$ cat src/rtl/dram_arb_pkg.sv
// Shared constants and helpers for the LUT-RAM port arbiter.
package dram_arb_pkg;

  localparam int DEFAULT_ADDR_WIDTH = 6;
  localparam int DEFAULT_DATA_WIDTH = 1;
  localparam int MAX_N_REQ          = 4;
  localparam int IDX_W              = 2;

  typedef logic [IDX_W-1:0] req_idx_t;

  // Converts a one-hot grant (up to MAX_N_REQ bits) into a requester index.
  function automatic req_idx_t onehot_to_index(input logic [MAX_N_REQ-1:0] onehot);
    req_idx_t idx;
    idx = '0;
    for (int i = 0; i < MAX_N_REQ; i++) begin
      if (onehot[i]) idx = req_idx_t'(i);
    end
    return idx;
  endfunction

endpackage

$ cat src/rtl/rr_arbiter.sv
// Round-robin arbiter: searches from ptr upward (wrapping) and grants the
// first requester found; ptr then moves just past the winner.
module rr_arbiter
  import dram_arb_pkg::*;
#(
  parameter int N = 2
) (
  input  logic         clk,
  input  logic         rst,
  input  logic [N-1:0] req,
  output logic [N-1:0] grant
);

  req_idx_t ptr;
  req_idx_t grant_idx;
  logic     found;

  // Pick the first active request at or after ptr, wrapping modulo N.
  always_comb begin
    grant = '0;
    found = 1'b0;
    for (int k = 0; k < N; k++) begin
      for (int i = 0; i < N; i++) begin
        if (!found && req[i] && (i == ((int'(ptr) + k) % N))) begin
          grant[i] = 1'b1;
          found    = 1'b1;
        end
      end
    end
  end

  assign grant_idx = onehot_to_index(MAX_N_REQ'(grant));

  // Advance the pointer past the winner; hold it when nobody is granted.
  always_ff @(posedge clk) begin
    if (rst) begin
      ptr <= '0;
    end else if (|grant) begin
      ptr <= (grant_idx == req_idx_t'(N - 1)) ? '0 : grant_idx + 1'b1;
    end
  end

endmodule

$ cat src/rtl/dram_port_arbiter.sv
// Shares one dual-port LUT RAM between N_REQ requesters: one write and one
// read may be issued per cycle, each class with its own round-robin arbiter.
// Memory-side signals are registered; read data returns two cycles after
// acceptance as a one-cycle pulse to the requester that issued the read.
module dram_port_arbiter
  import dram_arb_pkg::*;
#(
  parameter int N_REQ      = 2,
  parameter int ADDR_WIDTH = DEFAULT_ADDR_WIDTH,
  parameter int DATA_WIDTH = DEFAULT_DATA_WIDTH
) (
  input  logic                        clk,
  input  logic                        rst,
  input  logic [N_REQ-1:0]            req_valid,
  input  logic [N_REQ-1:0]            req_write,
  input  logic [N_REQ*ADDR_WIDTH-1:0] req_addr,
  input  logic [N_REQ*DATA_WIDTH-1:0] req_wdata,
  output logic [N_REQ-1:0]            req_ready,
  output logic [N_REQ-1:0]            rsp_valid,
  output logic [DATA_WIDTH-1:0]       rsp_data,
  output logic [ADDR_WIDTH-1:0]       mem_write_address,
  output logic [DATA_WIDTH-1:0]       mem_write_data,
  output logic                        mem_write_enable,
  output logic [ADDR_WIDTH-1:0]       mem_read_address,
  input  logic [DATA_WIDTH-1:0]       mem_read_data
);

  logic [N_REQ-1:0]      wr_req;
  logic [N_REQ-1:0]      rd_req;
  logic [N_REQ-1:0]      wr_grant;
  logic [N_REQ-1:0]      rd_grant;
  logic [N_REQ-1:0]      rd_owner;
  logic [ADDR_WIDTH-1:0] wr_addr_sel;
  logic [DATA_WIDTH-1:0] wr_data_sel;
  logic [ADDR_WIDTH-1:0] rd_addr_sel;

  // Split requests into write and read candidates; nothing competes during reset
  // so req_ready stays low while rst is high.
  always_comb begin
    wr_req = req_valid &  req_write & {N_REQ{~rst}};
    rd_req = req_valid & ~req_write & {N_REQ{~rst}};
  end

  rr_arbiter #(.N(N_REQ)) u_wr_arb (
    .clk   (clk),
    .rst   (rst),
    .req   (wr_req),
    .grant (wr_grant)
  );

  rr_arbiter #(.N(N_REQ)) u_rd_arb (
    .clk   (clk),
    .rst   (rst),
    .req   (rd_req),
    .grant (rd_grant)
  );

  assign req_ready = wr_grant | rd_grant;

  // Select the granted requester's address and data slices for each port.
  always_comb begin
    wr_addr_sel = '0;
    wr_data_sel = '0;
    rd_addr_sel = '0;
    for (int i = 0; i < N_REQ; i++) begin
      if (wr_grant[i]) begin
        wr_addr_sel = req_addr[i*ADDR_WIDTH +: ADDR_WIDTH];
        wr_data_sel = req_wdata[i*DATA_WIDTH +: DATA_WIDTH];
      end
      if (rd_grant[i]) begin
        rd_addr_sel = req_addr[i*ADDR_WIDTH +: ADDR_WIDTH];
      end
    end
  end

  // Register memory-side signals and run the two-stage read response pipeline;
  // the RAM output is sampled at the end of the read's memory cycle.
  always_ff @(posedge clk) begin
    if (rst) begin
      mem_write_enable  <= 1'b0;
      mem_write_address <= '0;
      mem_write_data    <= '0;
      mem_read_address  <= '0;
      rd_owner          <= '0;
      rsp_valid         <= '0;
      rsp_data          <= '0;
    end else begin
      mem_write_enable <= |wr_grant;
      if (|wr_grant) begin
        mem_write_address <= wr_addr_sel;
        mem_write_data    <= wr_data_sel;
      end
      if (|rd_grant) begin
        mem_read_address <= rd_addr_sel;
      end
      rd_owner  <= rd_grant;
      rsp_valid <= rd_owner;
      if (|rd_owner) begin
        rsp_data <= mem_read_data;
      end
    end
  end

endmodule

$ cat config.mk
export PLATFORM = sky130hd
export DESIGN_NAME = dram_port_arbiter
export DESIGN_NICKNAME = d
export VERILOG_FILES = /design/src/rtl/dram_arb_pkg.sv /design/src/rtl/rr_arbiter.sv /design/src/rtl/dram_port_arbiter.sv
export SDC_FILE = /design/constraint.sdc
export NUM_CORES = 1
export LEC_CHECK = 0
export ABC_CLOCK_PERIOD_IN_PS = 2800
export CORE_MARGIN = 2
export CORE_UTILIZATION = 43
export DETAILED_ROUTE_END_ITERATION = 8
export GPL_TIMING_DRIVEN = 0
export PLACE_DENSITY_LB_ADDON = 0.08
export RECOVER_POWER = 50
export REMOVE_ABC_BUFFERS = 1
export SYNTH_ARGS = -nofsm -noshare
export SYNTH_HDL_FRONTEND = slang
export SYNTH_SLANG_ARGS = --single-unit
$ cat constraint.sdc
create_clock -name clk -period 2.8 [get_ports clk]
set_input_delay 0.28 -clock clk [delete_from_list [all_inputs] [get_ports clk]]
set_output_delay 0.28 -clock clk [all_outputs]
set_load 0.02 [all_outputs]
; Word-level counts from Yosys, hierarchy flattened
; Cells that the tools add are included.
; W data, S select, Z words.
[classes]
bitwise_logic = 9
n_eq_ne = 4
muxes = 22
add_sub_neg = 4
reduce_logical = 27
[ops]
columns = operator, n
row1 = $logic_not A32 Y1, 4
row2 = $mux W6, 4
row3 = $mux W1, 18
row4 = $logic_and A1 B1 Y1, 14
row5 = $and A2 B2 Y2, 4
row6 = $logic_not A1 Y1, 6
row7 = $reduce_or A2 Y1, 3
row8 = $add A1 B1 Y1 const B, 4
row9 = $eq A2 B2 Y1 const A, 2
row10 = $and A1 B1 Y1 const A, 2
row11 = $eq A1 B1 Y1 const B, 2
row12 = $not A2 Y2, 1
row13 = $or A2 B2 Y2, 1
row14 = $not A1 Y1, 1
[totals]
reg_bits = 21
out_inout_bits = 19
word_cells = 75

; Depth between registers and ports, before layout
; Gate-level depths: netlist (run 1).
[logic_depth]
depth_word = 20
depth_mapped = 4

; Hierarchy
; A second synthesis (run 1) with hierarchy kept.
[hier_totals]
cells_unflattened = 91
hier_area_um2 = 920.9
[by_module_without_submodules]
columns = module, seq_area_each_um2, area_per_inst_um2, cells_per_inst, n_inst
row1 = dram_port_arbiter, 380.4, 820.8, 79, 1
row2 = rr_arbiter, 20.0, 50.0, 6, 2

; Worst setup path before layout (run 1)
; No wires, ideal clock.
[synth_path]
path_type = input port to output port
start = input port req_write[1]
end = output port req_ready[1]
slack_ns = 1.344
arrival_time_ns = 1.176
stages = 4
required_ns = 2.520
cell_sequence = nand2b_1 -> buf_2 -> or2_1 -> a21oi_1
[synth_between]
elab_chain_len = 15
elab_cells_between_ends = 30
cone_classes = 8 x mux / 6 x bitwise / 16 x reduce/logical
[synth_rtl]
columns = element, line
row1 = "start, declared", dram_port_arbiter.sv:15  ; input logic [N_REQ-1:0] req_write,
row2 = $not A2 Y2, dram_port_arbiter.sv:41  ; rd_req = req_valid & ~req_write & {N_REQ{~rst}};
row3 = $and A2 B2 Y2 (2 in series), dram_port_arbiter.sv:41
row4 = $logic_and A1 B1 Y1 (2 in series), rr_arbiter.sv:24  ; if (!found && req[i] && (i == ((int'(ptr) + k) % N))) begin
row5 = $mux W1, rr_arbiter.sv:24
row6 = $logic_not A1 Y1, rr_arbiter.sv:24
row7 = $logic_and A1 B1 Y1 (2 in series), rr_arbiter.sv:24
row8 = $mux W1, rr_arbiter.sv:24
row9 = $logic_not A1 Y1, rr_arbiter.sv:24
row10 = $logic_and A1 B1 Y1 (2 in series), rr_arbiter.sv:24
row11 = $mux W1, rr_arbiter.sv:24
row12 = $or A2 B2 Y2 (*), dram_port_arbiter.sv:58  ; assign req_ready = wr_grant | rd_grant;
row13 = "end, declared", dram_port_arbiter.sv:18  ; output logic [N_REQ-1:0] req_ready,
; Mark *: on every way between the ends. The rest lies on a longest branch, timed or not.

; Final worst setup path (run 1)
; Ends and elaborated chain as after synthesis.

==> results.json, run 1 <==
{
  "crit_buf_inv": 2,
  "synth_area_um2": 911,
  "die_w_um": 50.0,
  "yosysSeqAreaShare": 0.462,
  "critical_path_required_ps": 2520,
  "clk_latency_ps": 300,
  "finalCriticalPeriod_ps": 2540,
  "root_buffer": "clkbuf_4",
  "yosysWarnings": 0,
  "grt_usage": 0.186,
  "synthTopCellsByArea": "dfxtp_1 (46%), nand2b_1 (7.6%), o221ai_1 (5.8%), nand4b_1 (3.8%), nor2_1 (3.7%)",
  "worstPathCellList": "clkdlybuf4s50_1 -> nand2b_1 -> or2_1 -> a21oi_1 -> clkdlybuf4s50_1",
  "cts.path.max_buffers": 2,
  "hold_viol_final": 0,
  "rsz0062_at_grt": "false",
  "ctsHtreeMaxLevel": 1,
  "antenna_found_initial": 0,
  "cts_buffers": 3,
  "whs_path_depth": 2,
  "peakVddDrop_v": 0.000371,
  "worstSetupPathType": "in -> out",
  "drt-pass1-iter-count": 4,
  "post-route-drc-count": 0,
  "drive_gt1_frac": 0.0432,
  "die-area_um2": 2500,
  "reg2reg_depth": 3,
  "clk_pin_slew_worst_paths_ps": 110,
  "dpl.hpwl_um": 1580,
  "place.gp.congestion": 0.772,
  "final.period_utilization": 0.908,
  "io_pins": 40,
  "post_cts_resized": 0,
  "drt_iter0_drc": 18,
  "setup_viol": 0,
  "worstPathMaxFanout": 8,
  "p_leak_nw": 0.524,
  "vias": 891,
  "grt-ovfl-total": 0,
  "cts_tree": "built",
  "cts_hold_buf": 0,
  "rr_endpoint": "mem_write_address[4]$_SDFFE_PP0P_",
  "hold_path_class": "reg -> reg",
  "die_h_um": 50.0,
  "cts_sinks": 21,
  "yosysTopAreaCellShare": 0.462,
  "r2r_start": "u_wr_arb.ptr[0]$_SDFFE_PP0P_",
  "tightest_slew_ps": 906,
  "grt_max_degree": 31,
  "ant_nets": 0,
  "min_to": "mem_write_data$_SDFFE_PP0P_",
  "wire_per_inst_um": 13.2,
  "outcome": "finished clean",
  "syn_inst": 100,
  "grt_pass1_vias": 846,
  "avgSynthCellArea_um2": 9.11,
  "power_density_nw_per_um2": 457,
  "grt-busiest-layer": "met2",
  "drv_cap": 0,
  "min-delay-start": "mem_write_data$_SDFFE_PP0P_",
  "syn_to_final_growth_pct": 47.8,
  "cp_slowest_cell": "clkdlybuf4s50_1",
  "drt-total-wl_um": 2190,
  "core_area_um2": 1980,
  "use_met1": 0.255,
  "post-synth-top-area-cell": "dfxtp_1",
  "tns_ps": 0,
  "ys_ff_latch": 21,
  "start_util": 0.460,
  "grt_pass1_wl_um": 3630,
  "nets": 161,
  "grtUsageMet3": 0.0333,
  "met2_usage": 0.287,
  "crit_path_max_incr_delay_ps": 630,
  "port_buffers": 39,
  "cp-start-kind": "primary input",
  "relSlewSlack": 0.394,
  "finalPower_mw": 0.616,
  "critPathCaptureType": "output pin",
  "crit_arrival_ps": 2260,
  "finClkSkew_ps": 5.80,
  "num_antenna_cells": 0,
  "path_common_cell": "clkdlybuf4s50_1",
  "post_cts_buffers": 0,
  "fill_cells": 164,
  "synth_cell_types": 28,
  "cp_top_family": "buffers and inverters",
  "rows": 16,
  "fmax_ghz": 0.393,
  "vias_per_cell": 5.37,
  "slew_violations": 0,
  "r2r_setup_slack_ps": 1620
}
[worst min-delay path: stages (launching register included)]
cell and delay (ps):
dfxtp_1 320, nand2_1 50, o21ai_1 50
[layer usage]
layer  vias up  part of all wire  routed length [um]
met4         0             0.017                  37
met3         4             0.047                 102
met5         -                 0                   0
met2        25              0.46                 996
met1       416              0.48                1050
li1        446                 -                   -
[Yosys cell counts]
library cell  instances
and3b_1               2
a32oi_1               1
o21ai_0               2
nand2_1               8
nor3b_2               1
nor4b_1               1
o21ai_1               2
o311ai_1              1
nor2b_1               5
a21oi_1               4
nand3b_1              1
o211ai_1              1
o221ai_1              6
nor2_1                9
a221o_1               3
inv_1                 1
a221oi_2              1
and3_1                2
clkbuf_1              3
dfxtp_1              21
or2_1                 1
nand3_1               3
nand2b_1             11
nor3_1                3
buf_2                 1
a22oi_1               1
and2_1                1
nand4b_1              4
[sequential cells by signal, summed over array words and instances (netlist names)]
signal             count
rsp_valid              2
mem_write_enable       1
mem_write_data         1
rd_owner               2
u_rd_arb.ptr           1
rsp_data               1
mem_read_address       6
mem_write_address      6
u_wr_arb.ptr           1
[per-stage QoR]
stage                     instances   util  setup slack, ps  area (um^2)  hold WS (ps)
after floorplan                  96      -             1370          895           349
after global placement          162  0.665              281         1320           439
after detailed placement        162  0.665              268         1320           444
after CTS                       166  0.679              266         1350           462
after global routing            166  0.679              154         1350           492
final                           166  0.679              257         1350           453
[power by group]
part           leakage, nW  switching, mW  internal, mW
logic                0.334         0.0709        0.0733
clock network       0.0177         0.0903        0.0533
registers            0.173        0.00953         0.318
total                0.524          0.171         0.445
[how the worst max path moves through the flow]
stage,from,to,slack (ps),cells after the start
6_report,req_write[1],req_ready[1],260,5
5_1_grt,req_valid[1],req_ready[1],150,5
4_1_cts,req_valid[1],req_ready[1],270,5
3_5_place_dp,req_valid[1],req_ready[1],270,5
3_3_place_gp,req_write[1],req_ready[1],280,5
2_1_floorplan,req_write[1],req_ready[1],1370,3
[logic make-up after synthesis]
kind of cell | after synthesis | share of synthesized area
AND/OR/NAND/NOR | 52 | 0.330
AO/OA/AOI/OAI | 22 | 0.187
flip-flops | 21 | 0.462
buffers and inverters | 5 | 0.0220
[layout by cell type, fill, tap and decap left out, drive strengths merged, types with 2 or more instances in the layout]
master,instances
a21oi,4
a221o,3
and3,2
and3b,2
clkbuf,3
clkdlybuf4s50,26
dfxtp,21
dlygate4sd3,13
nand2,8
nand2b,11
nand3,3
nand4b,4
nor2,9
nor2b,5
nor3,3
o21ai,4
o221ai,6
[final cells by class]
cell class,instances,area (um^2),area share
multi-input cells,74,470,0.349
flip-flops and latches,21,420,0.312
repair buffers,39,390,0.290
well taps,27,33.8,0.0251
clock buffers,3,22.5,0.0167
clock inverters,1,5.00,0.00372
inverters,1,3.75,0.00279
No activity file was read; power rests on OpenSTA's default activity.
==> run 2, diff against run 1 <==
--- a/config.mk
+++ b/config.mk
@@ -7,7 +7,7 @@
 export LEC_CHECK = 0
 export ABC_CLOCK_PERIOD_IN_PS = 2800
 export CORE_MARGIN = 2
-export CORE_UTILIZATION = 43
+export CORE_UTILIZATION = 44
 export DETAILED_ROUTE_END_ITERATION = 8
 export GPL_TIMING_DRIVEN = 0
 export PLACE_DENSITY_LB_ADDON = 0.08
@@ -15,4 +15,5 @@
 export REMOVE_ABC_BUFFERS = 1
 export SYNTH_ARGS = -nofsm -noshare
 export SYNTH_HDL_FRONTEND = slang
+export SYNTH_HIERARCHICAL = 1
 export SYNTH_SLANG_ARGS = --single-unit
==> results.json, run 2 <==
{
  "drive_gt1_frac": 0.0763,
  "r2r_setup_slack_ps": 1370,
  "cts_sinks": 21,
  "tns_ps": 0,
  "ys_ff_latch": 21,
  "finClkSkew_ps": 11.6,
  "setup_viol": 0,
  "syn_to_final_growth_pct": 47.7,
  "fill_cells": 171,
  "die-area_um2": 2480,
  "start_util": 0.469,
  "register_area_um2": 420,
  "worstPathMaxFanout": 25,
  "synth_flop_cell": "dfxtp_1",
  "ant_nets": 0,
  "hold_ws_ps": 486,
  "synth-edff-count": 0,
  "syn_inst": 91,
  "nets": 153,
  "multi_input_area_um2": 464,
  "num_antenna_cells": 0,
  "grt_max_degree": 26,
  "post-synth-top-area-cell": "dfxtp_1",
  "worstSetupPathType": "in -> out",
  "drt-total-wl_um": 2140,
  "cp-start-kind": "primary input",
  "vias_per_cell": 5.03,
  "vias": 795,
  "hold_viol_final": 0,
  "dpl.hpwl_um": 1600,
  "async_flop_share": 0,
  "synth_commonest_cells": "dfxtp_1 (21), nor2b_1 (16), a211oi_1 (15)",
  "synthTopCellsByArea": "dfxtp_1 (46%), mux2i_1 (14%), a211oi_1 (12%), nor2b_1 (11%), a21boi_0 (3.3%)",
  "grt_pass1_vias": 855,
  "rsz0062_at_grt": "true",
  "final.period_utilization": 0.982,
  "clk_pin_slew_worst_paths_ps": 120,
  "antenna_found_initial": 0,
  "outcome": "finished clean",
  "wire_per_inst_um": 13.6,
  "p_leak_nw": 0.521,
  "die_h_um": 49.8,
  "avgSynthCellArea_um2": 10.1,
  "yosysMostFrequentCell": "dfxtp_1",
  "rows": 16,
  "drt_iter0_drc": 7,
  "tightest_slew_ps": 535,
  "crit_arrival_ps": 2470,
  "power_density_nw_per_um2": 439,
  "yosysTopAreaCellShare": 0.457,
  "core_area_um2": 1960,
  "yosysSeqAreaShare": 0.457,
  "fmax_ghz": 0.364,
  "synth_cell_types": 16,
  "critical_path_required_ps": 2520,
  "grt_usage": 0.191,
  "clk_latency_ps": 300,
  "ctsHtreeMaxLevel": 1,
  "grt-ovfl-total": 0,
  "final_common_cell": "clkdlybuf4s50_1",
  "fin_util": 0.693,
  "slew_violations": 0,
  "peakVddDrop_v": 0.000345,
  "place.gp.congestion": 0.624,
  "hold_path_class": "reg -> reg",
  "relSlewSlack": 0.641,
  "drt-pass1-iter-count": 3,
  "root_buffer": "clkbuf_4",
  "post_cts_buffers": 0,
  "port_buffers": 39,
  "reg_top3": "mem_read_address: 6 flops, mem_write_address: 6 flops",
  "mostFrequentLayoutCells": "clkdlybuf4s50_1 (24), dfxtp_1 (21), nor2b_1 (16)",
  "cts.path.max_buffers": 2,
  "grt_pass1_wl_um": 3680,
  "post-route-drc-count": 0,
  "yosysWarnings": 6,
  "synth_area_um2": 921,
  "cts_tree": "built",
  "io_pins": 40,
  "cts_buffers": 3,
  "die_w_um": 49.8,
  "finalCriticalPeriod_ps": 2750,
  "critPathCaptureType": "output pin",
  "drv_cap": 0
}
run 2: changes by cell type after synthesis, moves of 4 or more:
cell / previous run / this run
nor2b_1: 5 / 16
o221ai_1: 6 / 0
nand2b_1: 11 / 0
a21boi_0: 0 / 4
nand2_1: 8 / 1
a211oi_1: 0 / 15
nor2_1: 9 / 5
mux2i_1: 0 / 13
nand4b_1: 4 / 0
run 2: timing repair:
action	CTS	global route
setup endpoints to repair	15	2
hold buffers	0	0
resized for setup	9	0
run 2: through the flow:
step	cell area (um^2)	power [mW]	std cells	worst slack, ps
after floorplan	888	0.389	87	801
after global placement	1310	0.463	153	-1210
after detailed placement	1320	0.466	154	-1080
after CTS	1360	0.607	158	47.4
after global routing	1360	0.628	158	-99.6
final	1360	0.598	158	50.5
run 2: cells by family (layout without fill, tap and decap cells):
kind of cell	Yosys count	in the layout	synth area share
muxes	13	13	0.141
buffers and inverters	8	48	0.0516
and+or+nand+nor	28	28	0.185
AOI/OAI and AO/OA	21	21	0.166
DFF	21	21	0.457
run 2: final cells by class:
class | count | area share
Inverter | 4 | 0.0110
Tap cell | 27 | 0.0248
Multi-Input combinational cell | 62 | 0.341
Clock buffer | 3 | 0.0166
Clock inverter | 1 | 0.00368
Sequential cell | 21 | 0.309
Timing Repair Buffer | 40 | 0.293
run 2: worst paths after layout:
check	startpoint	to	cells past startpoint
max reg2reg	u_wr_arb/ptr[0]$_SDFFE_PP0P_	mem_write_address[5]$_SDFFE_PP0P_	4
min reg2reg	rd_owner[1]$_SDFF_PP0_	rsp_valid[1]$_SDFF_PP0_	1
min	rd_owner[1]$_SDFF_PP0_	rsp_valid[1]$_SDFF_PP0_	1
max	rst	req_ready[1]	6
run 2: report_power, final:
part           internal [mW]  total [mW]  switching (mW)
Clock                 0.0532       0.142          0.0887
Combinational         0.0707       0.132          0.0608
Sequential             0.316       0.324         0.00864
Total                  0.440       0.598           0.158
run 2: worst max-delay path, cell delays in order:
cell and delay [ps]:
clkdlybuf4s15_2 390, nor3b_1 490, a21boi_2 380, inv_1 210, nand2_1 110, clkdlybuf4s50_1 610
run 2: layer usage:
layer / wire length (um) / up-vias / GRT usage
li1: - / 400 / -
met1: 931 / 367 / 0.218
met2: 1060 / 28 / 0.349
met3: 154 / 0 / 0.0545
met4: 0 / 0 / 0.0417
met5: 0 / - / 0
==> run 3, diff against run 2 <==
--- a/config.mk
+++ b/config.mk
@@ -5,7 +5,6 @@
 export SDC_FILE = /design/constraint.sdc
 export NUM_CORES = 1
 export LEC_CHECK = 0
-export ABC_CLOCK_PERIOD_IN_PS = 2800
 export CORE_MARGIN = 2
 export CORE_UTILIZATION = 44
 export DETAILED_ROUTE_END_ITERATION = 8
==> constraint.sdc (replaced) <==
create_clock -name clk -period 2.8 [get_ports clk]
set_input_delay 0.28 -clock clk [delete_from_list [all_inputs] [get_ports clk]]
set_output_delay 0.28 -clock clk [all_outputs]
set_load 0.005 [all_outputs]
==> results.json, run 3 (same netlist as run 2, synthesis figures left out) <==
{
  "cts_sinks": 21,
  "dpl.hpwl_um": 1600,
  "worstPathMaxFanout": 25,
  "rsz0062_at_grt": "false",
  "crit_path_max_incr_delay_ps": 510,
  "nets": 153,
  "grt_pass1_vias": 846,
  "drt_iter0_drc": 7,
  "post-route-drc-count": 0,
  "hold_viol_final": 0,
  "clk_pin_slew_worst_paths_ps": 120,
  "num_antenna_cells": 0,
  "worstSetupPathDepth": 6,
  "relSlewSlack": 0.646,
  "drive_gt1_frac": 0.0763,
  "start_util": 0.469,
  "finalCriticalPeriod_ps": 2640,
  "rows": 16,
  "crit_arrival_ps": 2360,
  "crit_buf_inv": 3,
  "fmax_ghz": 0.379,
  "cts_tree": "built",
  "final.period_utilization": 0.943,
  "cp_top_family": "buffers and inverters",
  "mostFrequentLayoutCells": "clkdlybuf4s50_1 (24), dfxtp_1 (21), nor2b_1 (16)",
  "core_area_um2": 1960,
  "port_buffers": 39,
  "slew_violations": 0,
  "cp-start-kind": "primary input",
  "critical_path_required_ps": 2520,
  "syn_to_final_growth_pct": 47.7,
  "grt_max_degree": 26,
  "grt-ovfl-total": 0,
  "ant_nets": 0,
  "peakVddDrop_v": 0.000338,
  "setup_ws_ps": 160,
  "fill_cells": 169,
  "cts_buffers": 3,
  "final_common_cell": "clkdlybuf4s50_1",
  "reg_top3": "mem_read_address: 6 flops, mem_write_address: 6 flops",
  "drt-total-wl_um": 2150,
  "setup_viol": 0,
  "finalPower_mw": 0.579,
  "ctsHtreeMaxLevel": 1,
  "die_h_um": 49.8,
  "post_cts_buffers": 0,
  "post-place-ws_ps": -975,
  "io_pins": 40,
  "drv_cap": 0,
  "vias": 796,
  "whs_path_depth": 1,
  "place.gp.congestion": 0.624,
  "die-area_um2": 2480,
  "critPathCaptureType": "output pin",
  "hold_path_class": "reg -> reg",
  "finClkSkew_ps": 11.7,
  "power_density_nw_per_um2": 426,
  "die_w_um": 49.8,
  "antenna_found_initial": 0,
  "outcome": "finished clean",
  "worstPathCellList": "clkdlybuf4s15_2 -> nor3b_1 -> a21boi_2 -> inv_1 -> nand2_1 -> clkdlybuf4s50_1",
  "vias_per_cell": 5.04,
  "wire_per_inst_um": 13.6,
  "tightest_slew_ps": 528,
  "root_buffer": "clkbuf_4",
  "worstSetupPathType": "in -> out",
  "clk_latency_ps": 300,
  "grt_usage": 0.191,
  "reg2reg_depth": 4,
  "cp_slowest_cell": "clkdlybuf4s50_1",
  "p_leak_nw": 0.521,
  "cts.path.max_buffers": 2,
  "grt_pass1_wl_um": 3660,
  "drt-pass1-iter-count": 3
}
## run 3: cell counts in the layout (fill, tap and decap cells not counted)
No cell type changed its count.
## run 3: cell type report
cell class	count	area [um^2]	area share
Multi-Input combinational cell	62	464	0.341
Sequential cell	21	420	0.309
Timing Repair Buffer	40	399	0.293
Tap cell	27	33.8	0.0248
Clock buffer	3	22.5	0.0166
Inverter	4	15.0	0.0110
Clock inverter	1	5.00	0.00368
## run 3: where the power goes
part / internal [mW] / switching, mW
Sequential: 0.316 / 0.00869
Combinational: 0.0702 / 0.0422
Clock: 0.0532 / 0.0888
## run 3: through the flow
| step | cells | area [um^2] | setup TNS (ps) | utilization | hold WS [ps] |
|---|---|---|---|---|---|
| global route | 158 | 1360 | 0 | 0.693 | 500 |
| detailed placement | 154 | 1320 | -8360 | 0.673 | 470 |
| floorplan | 87 | 888 | 0 | - | 347 |
| finish | 158 | 1360 | 0 | 0.693 | 486 |
| global placement | 153 | 1310 | -9870 | 0.669 | 463 |
| CTS | 158 | 1360 | 0 | 0.691 | 487 |
## run 3: worst register-to-register path: stages (launching register included)
cell      delay, ps
dfxtp_1         350
a21boi_1        420
buf_4           260
mux2i_1         200
a211oi_1         90
## run 3: what timing repair did
action,CTS,global route
endpoints found under the setup margin,15,1
hold buffers,0,0
gates resized for setup,8,1
gates cloned,0,0
## run 3: final timing paths
kind	end	slack, ps	start
max	req_ready[1]	160	rst
min	rsp_valid[1]$_SDFF_PP0_	490	rd_owner[1]$_SDFF_PP0_
max reg2reg	mem_write_address[5]$_SDFFE_PP0P_	1360	u_wr_arb/ptr[0]$_SDFFE_PP0P_
min reg2reg	rsp_valid[1]$_SDFF_PP0_	490	rd_owner[1]$_SDFF_PP0_
## run 3: metal layers
metal,track usage,wire [um]
met5,0,0
met4,0.0417,0
met3,0.0545,154
met2,0.347,1050
met1,0.220,945
